--- src/rtl/matvec_mn.sv ---
// matvec_mn: streaming signed matrix-vector multiplier with persistent matrix storage and valid/ready handshakes.
module matvec_mn #(
  parameter int M     = 4,
  parameter int N     = 4,
  parameter int WIDTH = 14,
  parameter int PIPE  = 2
) (
  input  logic                               clk,
  input  logic                               reset,
  input  logic                               input_valid,
  output logic                               input_ready,
  input  logic [WIDTH-1:0]                   input_data,
  input  logic                               new_matrix,
  output logic                               output_valid,
  input  logic                               output_ready,
  output logic [2*WIDTH+$clog2(N)-1:0]       output_data
);
  localparam int OUT_W = 2*WIDTH + $clog2(N);
  localparam int PW    = 2*WIDTH;
  localparam int WA    = (M*N > 1) ? $clog2(M*N) : 1;
  localparam int XA    = (N > 1) ? $clog2(N) : 1;
  localparam int IA    = $clog2(N+1);
  localparam int RA    = (M > 1) ? $clog2(M) : 1;
  typedef enum logic [1:0] {LOAD_W, LOAD_X, COMPUTE, OUTPUT} state_t;
  state_t state, state_nxt;
  logic first;
  logic [WA-1:0] wcnt, w_idx;
  logic [XA-1:0] xcnt;
  logic [IA-1:0] icnt;
  logic [RA-1:0] row;
  logic signed [WIDTH-1:0] w_mem [M*N];
  logic signed [WIDTH-1:0] x_mem [N];
  logic signed [PW-1:0] pd [PIPE+1];
  logic [PIPE:0] pv, pf, pl;
  logic signed [OUT_W-1:0] acc;
  logic acc_done, in_fire, out_fire, issue, eff_w, w_last, x_last, row_last;
  assign input_ready  = (state == LOAD_W) || (state == LOAD_X);
  assign output_valid = state == OUTPUT;
  assign in_fire      = input_valid && input_ready && !reset;
  assign out_fire     = output_valid && output_ready;
  // the first beat of a problem sits in LOAD_W and is steered by new_matrix
  assign eff_w        = first ? new_matrix : (state == LOAD_W);
  assign issue        = (state == COMPUTE) && (icnt < IA'(N));
  assign w_last       = wcnt == WA'(M*N-1);
  assign x_last       = xcnt == XA'(N-1);
  assign row_last     = row == RA'(M-1);
  assign w_idx        = WA'(row) * WA'(N) + WA'(icnt[XA-1:0]);
  always_comb begin
    state_nxt = state;
    if (in_fire)
      state_nxt = eff_w ? (w_last ? LOAD_X : LOAD_W) : (x_last ? COMPUTE : LOAD_X);
    else if (acc_done)
      state_nxt = OUTPUT;
    else if (out_fire)
      state_nxt = row_last ? LOAD_W : COMPUTE;
  end
  always_ff @(posedge clk)
    state <= reset ? LOAD_W : state_nxt;
  always_ff @(posedge clk) begin
    if (reset) begin
      first       <= 1'b1;
      wcnt        <= '0;
      xcnt        <= '0;
      icnt        <= '0;
      row         <= '0;
      pv          <= '0;
      acc         <= '0;
      acc_done    <= 1'b0;
      output_data <= '0;
    end else begin
      first <= in_fire ? 1'b0 : (out_fire && row_last) ? 1'b1 : first;
      if (in_fire && eff_w) wcnt <= w_last ? '0 : wcnt + 1'b1;
      if (in_fire && !eff_w) xcnt <= x_last ? '0 : xcnt + 1'b1;
      icnt <= issue ? icnt + 1'b1 : out_fire ? '0 : icnt;
      if (out_fire) row <= row_last ? '0 : row + 1'b1;
      pv[0] <= issue;
      for (int i = 1; i <= PIPE; i++) pv[i] <= pv[i-1];
      if (pv[PIPE]) acc <= pf[PIPE] ? OUT_W'(pd[PIPE]) : acc + OUT_W'(pd[PIPE]);
      acc_done <= pv[PIPE] && pl[PIPE];
      if (acc_done) output_data <= acc;
    end
  end
  // storage and product pipeline data carry no reset; the matrix survives reset
  always_ff @(posedge clk) begin
    if (in_fire && eff_w) w_mem[wcnt] <= input_data;
    if (in_fire && !eff_w) x_mem[xcnt] <= input_data;
    pd[0] <= PW'(w_mem[w_idx]) * PW'(x_mem[icnt[XA-1:0]]);
    pf[0] <= icnt == '0;
    pl[0] <= icnt == IA'(N-1);
    for (int i = 1; i <= PIPE; i++) begin
      pd[i] <= pd[i-1];
      pf[i] <= pf[i-1];
      pl[i] <= pl[i-1];
    end
  end
endmodule

--- config.mk ---
export PLATFORM = sky130hd
export DESIGN_NAME = matvec_mn
export DESIGN_NICKNAME = d
export VERILOG_FILES = /design/src/rtl/matvec_mn.sv
export SDC_FILE = /design/constraint.sdc
export NUM_CORES = 1
export LEC_CHECK = 0
export ABC_AREA = 1
export BUFFER_PORTS_ARGS = -buffer_cell sky130_fd_sc_hd__buf_2
export CAP_MARGIN = 20
export CELL_PAD_IN_SITES_DETAIL_PLACEMENT = 1
export CELL_PAD_IN_SITES_GLOBAL_PLACEMENT = 2
export CORE_ASPECT_RATIO = 0.5
export CORE_MARGIN = 5
export CORE_UTILIZATION = 42
export DETAILED_ROUTE_END_ITERATION = 6
export GPL_TIMING_DRIVEN = 0
export PLACE_DENSITY = 0.92
export SETUP_SLACK_MARGIN = 0.05
export SKIP_LAST_GASP = 1
export SLEW_MARGIN = 25
export SYNTH_ARGS = -nofsm -noshare
export SYNTH_HDL_FRONTEND = slang
export SYNTH_SLANG_ARGS = --single-unit
--- constraint.sdc ---
create_clock -name clk -period 8.3 [get_ports clk]
set_input_delay 0.83 -clock clk [delete_from_list [all_inputs] [get_ports clk]]
set_output_delay 0.83 -clock clk [all_outputs]
set_load 0.03 [all_outputs]
=== Yosys cells after proc, flatten, opt, wreduce, memory -nomap -nowiden ===
Memories as Yosys holds them, arrays and structs flattened. A register that Yosys moved wholly into a read port is not among the register bits.
Index checks and enable logic that the tools add are counted.
Widths: inputs -> output; s select.

* Memories: 3
* Bits in registers: 84
* Output and inout bits: 32
* Bits in writable memories: 364

{| class="wikitable"
|+ Memory list
! memory !! depth !! width !! read ports !! clocked after Yosys merged registers in !! wr ports !! line !! text
|-
| w_mem || 16 || 14 || 1 || 0 || 1 || 31 || <nowiki>logic signed [WIDTH-1:0] w_mem [M*N];</nowiki>
|-
| pd || 3 || 28 || 3 || 0 || 3 || 33 || <nowiki>logic signed [PW-1:0] pd [PIPE+1];</nowiki>
|-
| x_mem || 4 || 14 || 1 || 1 || 1 || 32 || <nowiki>logic signed [WIDTH-1:0] x_mem [N];</nowiki>
|}

* $add $sub $neg: 6
* Multipliers: 1
* $lt $le $gt $ge: 1
* Equal/unequal tests: 7
* Mux-type cells: 22
* Reductions and logical operators: 16

{| class="wikitable"
|+ Operators by type and width
! cell !! count
|-
| $add 30x28->30 || 1
|-
| $mux 30 || 1
|-
| $mul 14x14->28 || 1
|-
| $mux 2 || 10
|-
| $eq 2x2->1 const B || 4
|-
| $logic_and 1x1->1 || 8
|-
| $mux 1 || 8
|-
| $mux 3 || 2
|-
| $add 2x1->2 const B || 2
|-
| $add 4x1->4 const B || 1
|-
| $add 4x2->4 || 1
|-
| $eq 4x4->1 const B || 1
|-
| $mux 4 || 1
|-
| $reduce_bool 2->1 || 2
|-
| $add 3x1->3 const B || 1
|-
| $eq 3x2->1 const B || 1
|-
| $logic_not 3->1 || 1
|-
| $lt 3x3->1 const B || 1
|-
| $reduce_bool 3->1 || 1
|-
| $eq 2x1->1 const B || 1
|-
| $logic_not 1->1 || 2
|-
| $logic_not 2->1 || 1
|-
| $logic_or 1x1->1 || 1
|}

=== Longest topological paths before layout ===
* Depth in word-level cells: 7
* Depth in mapped cells: 31

=== Worst setup path before layout ===
No wires, ideal clock.

* Path type: reg2reg
* Start point: register icnt[0]
* End point: memory pd[0][27] in the netlist's numbering
* Setup time: 0.072 ns
* Clock period less this slack: 5.973 ns
* Path buffers: 2
* Data arrival time: 5.901 ns
* Setup slack: 2.327 ns
* Cell stages (with the launch flop): 27
* Cells stage by stage: dfxtp_1 > buf_6 > buf_8 > o21ai_0 > o22ai_1 > o211ai_1 > nand2_2 > inv_4 > nor2_1 > ha_1 > inv_1 > fa_1 > inv_1 > fa_1 > fa_1 > inv_1 > fa_1 > fa_1 > inv_1 > ha_1 > inv_1 > nor3_1 > nand3_1 > nor4_1 > nand2_1 > nand3_1 > xor2_1

{| class="wikitable"
|+ RTL lines
! item !! line !! text
|-
| start: declaration || 29 || <nowiki>logic [IA-1:0] icnt;</nowiki>
|-
| start signal: assignment || 74 || <nowiki>icnt <= issue ? icnt + 1'b1 : out_fire ? '0 : icnt;</nowiki>
|-
| end: declaration || 33 ||
|}

==> flow_summary.json <==
{
  "run_status": "complete, no violations",
  "numCtsBuffers": 41,
  "design_area_mm2": 0.0285,
  "core-area_mm2": 0.0609,
  "worst_r2r_endpoint": "pd[0][27]$_DFF_P_",
  "port_buffers": 49,
  "first_global_vias": 21000,
  "start_util_pct": 42.2,
  "final_min_period_over_clock_period_pct": 90.1,
  "cts_post_setup_buffers_inserted": 0,
  "synth_cell_type_count": 49,
  "ant_nets": 0,
  "die-area_mm2": 0.0666,
  "syn_nets": 2954,
  "die_w_um": 360,
  "routed_wire_length_per_instance_um": 21.6,
  "postLayoutCoreUtil_pct": 46.9,
  "clkSinkCount": 450,
  "grt_antenna_before_repair": 2,
  "timing.slew.headroom_pct": 32.5,
  "crit_path_start_kind": "flop",
  "antenna_cells_inserted": 0,
  "rsz0062_at_grt": "no",
  "final.setup_skew_ns": 0.0419,
  "syn2layout_area_growth_pct": 11.0,
  "seq_cells_post_synth": 450,
  "hold_viol_final": 0,
  "post_synth_inst_count": 2631,
  "post-route-min-period_ns": 7.48,
  "final-max-slew-violation-count": 0,
  "grt_max_degree": 21,
  "startpoint": "icnt[1]$_SDFFE_PP0N_",
  "grt-ovfl-total": 0,
  "synth_warnings": 0,
  "htree_levels": 2,
  "grt_usage_pct": 23.2,
  "max-cap-violations": 0,
  "clk_pin_slew_worst_paths_ns": 0.07,
  "global_route_wire_length_before_repair_um": 120000,
  "avgViaCountPerCell": 5.35,
  "timing.hold.worst.class": "reg -> reg",
  "nets": 3060,
  "vias": 19200,
  "worst_path_maximum_fanout": 10,
  "seq_area_frac_synth_pct": 45.9,
  "worstMarginPinSlew_ns": 1.01,
  "route.detailed.drc": 0,
  "chipHeight_um": 185,
  "crit_path_end_kind": "flop",
  "dpl_worst_slack_ns": 0.875,
  "reg2regPathDepth": 25,
  "worstSetupPathType": "reg -> reg",
  "final.setup.worst_slack_ns": 0.825,
  "fill_cells": 6921,
  "gpl.final_weighted_congestion": 0.859,
  "post_cts.resized_instances": 0,
  "final-setup-viol-count": 0,
  "placement_rows": 64,
  "setup_tns_ns": 0,
  "wirelength_um": 77400,
  "synth_enable_flop_cells": 280,
  "timing.critical_path.required_ns": 8.70,
  "post_dp_cell_area_mm2": 0.0272,
  "clk_path_buf_depth": 3,
  "cts_tree": "done",
  "place.detailed.hpwl_um": 58700,
  "worst_setup_path_endpoint": "pd[0][27]$_DFF_P_",
  "num_ports": 51,
  "dominantRegCellSynth": "sky130_fd_sc_hd__edfxtp_1",
  "clock_insertion_delay_worst_skew_ns": 0.58,
  "crit_arrival_ns": 7.88,
  "first_pass_iters": 5,
  "clockRootBuffer": "sky130_fd_sc_hd__clkbuf_16",
  "average_instance_area_after_synthesis_um2": 9.77,
  "r2r_slack_ns": 0.82,
  "postSynth.asyncResetShare_pct": 0,
  "r2r_start": "icnt[1]$_SDFFE_PP0N_",
  "hold_buffers": 0,
  "synthesis.area_mm2": 0.0257,
  "drtIter0Drc": 1421,
  "clock.fmax_mhz": 134,
  "drive_gt1_share_pct": 8.85
}
-- cell families after synthesis --
| family | share of synthesized area (%) |
|---|---|
| simple gates | 14.8 |
| buf+inv | 7.60 |
| flops | 45.9 |
| compound gates | 9.66 |
| fa+ha+maj | 20.5 |
| xor+xnor | 1.47 |
-- state kept, by name (all words and copies together), names as in the netlist, 4 cells and up, named ones only --
register / count
pd: 84
output_data: 30
w_mem: 224
acc: 30
x_mem: 56
wcnt: 4
-- worst max-delay path, stage by stage (launching register included) --
cell                       delay, ns
sky130_fd_sc_hd__dfxtp_1        0.49
sky130_fd_sc_hd__clkbuf_1       0.44
sky130_fd_sc_hd__o21ai_0        0.21
sky130_fd_sc_hd__o221ai_1       0.25
sky130_fd_sc_hd__o211ai_1       0.17
sky130_fd_sc_hd__nand2_2        0.36
sky130_fd_sc_hd__inv_4          0.16
sky130_fd_sc_hd__nor2_1         0.24
sky130_fd_sc_hd__ha_1           0.34
sky130_fd_sc_hd__inv_1          0.11
sky130_fd_sc_hd__fa_1           0.71
sky130_fd_sc_hd__inv_1          0.22
sky130_fd_sc_hd__fa_1           0.57
sky130_fd_sc_hd__fa_1           0.55
sky130_fd_sc_hd__fa_1           0.54
sky130_fd_sc_hd__inv_1          0.07
sky130_fd_sc_hd__fa_1           0.50
sky130_fd_sc_hd__inv_1          0.04
sky130_fd_sc_hd__ha_1           0.33
sky130_fd_sc_hd__inv_1          0.07
sky130_fd_sc_hd__nor3_1         0.25
sky130_fd_sc_hd__nand3_1        0.19
sky130_fd_sc_hd__nor4_1         0.21
sky130_fd_sc_hd__nand2_1        0.10
sky130_fd_sc_hd__nand3_1        0.09
sky130_fd_sc_hd__xor2_1         0.07
-- cell usage after synthesis (all sizes together), types with 2 or more instances --
cell type	n	area share (%)
clkbuf	46	0.68
a21o	3	0.088
nand2	412	6.2
nor2	413	6.2
a211oi	3	0.088
and2	3	0.073
o221ai	41	1.4
o211ai	25	0.77
a32o	2	0.078
a32oi	12	0.60
o22ai	16	0.39
buf	42	1.2
dfxtp	170	13
xor2	31	1.1
o21ai	186	3.6
o31ai	2	0.058
nand3	67	1.3
nor3	14	0.27
nand4	15	0.37
xnor2	12	0.41
fa	196	15
or2	16	0.39
ha	108	5.3
a21oi	105	2.0
a31oi	4	0.097
edfxtp	280	33
o21bai	12	0.35
inv	389	5.7
clkinv	2	0.029
-- stage by stage --
stage	instances	hold WS (ns)
floorplan	2631	0.310
global placement	3505	0.311
detailed placement	3519	0.313
CTS	3592	0.289
global route	3592	0.299
finish	3592	0.299
-- cells in the final DEF (no fill, tap or decap), types with 13 or more instances in the layout --
cell / n
sky130_fd_sc_hd__buf_2: 65
sky130_fd_sc_hd__o221ai_1: 40
sky130_fd_sc_hd__inv_1: 364
sky130_fd_sc_hd__nand4_1: 15
sky130_fd_sc_hd__xor2_1: 31
sky130_fd_sc_hd__o21ai_0: 179
sky130_fd_sc_hd__nor3_1: 13
sky130_fd_sc_hd__o22ai_1: 16
sky130_fd_sc_hd__nor2_1: 390
sky130_fd_sc_hd__o211ai_1: 23
sky130_fd_sc_hd__buf_6: 17
sky130_fd_sc_hd__ha_1: 108
sky130_fd_sc_hd__a21oi_1: 105
sky130_fd_sc_hd__nor2_2: 16
sky130_fd_sc_hd__or2_2: 14
sky130_fd_sc_hd__nand2_1: 398
sky130_fd_sc_hd__nand2_2: 13
sky130_fd_sc_hd__dfxtp_1: 170
sky130_fd_sc_hd__clkbuf_16: 42
sky130_fd_sc_hd__clkbuf_1: 56
sky130_fd_sc_hd__edfxtp_1: 280
sky130_fd_sc_hd__inv_2: 22
sky130_fd_sc_hd__nand3_1: 67
sky130_fd_sc_hd__fa_1: 196
-- layer usage --
layer | GRT usage [%] | wire [um]
met1 | 29.3 | 32900
met4 | 5.65 | 1600
met3 | 3.24 | 4280
met2 | 42.5 | 38700
met5 | 0 | 0
-- worst min path at each step --
stage | startpoint | end | slack (ns) | cells after the start
6_report | pd[0][41]$_DFF_P_ | pd[0][69]$_DFF_P_ | 0.30 | 0
5_1_grt | pd[0][41]$_DFF_P_ | pd[0][69]$_DFF_P_ | 0.30 | 0
4_1_cts | pd[0][41]$_DFF_P_ | pd[0][69]$_DFF_P_ | 0.29 | 0
3_5_place_dp | pd[0][2]$_DFF_P_ | pd[0][30]$_DFF_P_ | 0.31 | 0
3_3_place_gp | pd[0][34]$_DFF_P_ | pd[0][62]$_DFF_P_ | 0.31 | 0
2_1_floorplan | pd[0][0]$_DFF_P_ | pd[0][28]$_DFF_P_ | 0.31 | 0
-- final cells by class --
cell class | instances | area [um^2] | area share, %
buffer | 88 | 479 | 1.68
inverter | 391 | 1480 | 5.17
tap | 825 | 1030 | 3.62
multi-input combinational | 1702 | 12000 | 42.0
clock inverter | 19 | 224 | 0.785
timing repair buffer | 63 | 414 | 1.45
sequential | 450 | 11800 | 41.4
clock buffer | 54 | 1110 | 3.87
Power is not shown: default switching activity piles up to over one toggle a cycle in this logic, so the estimate is an artifact.
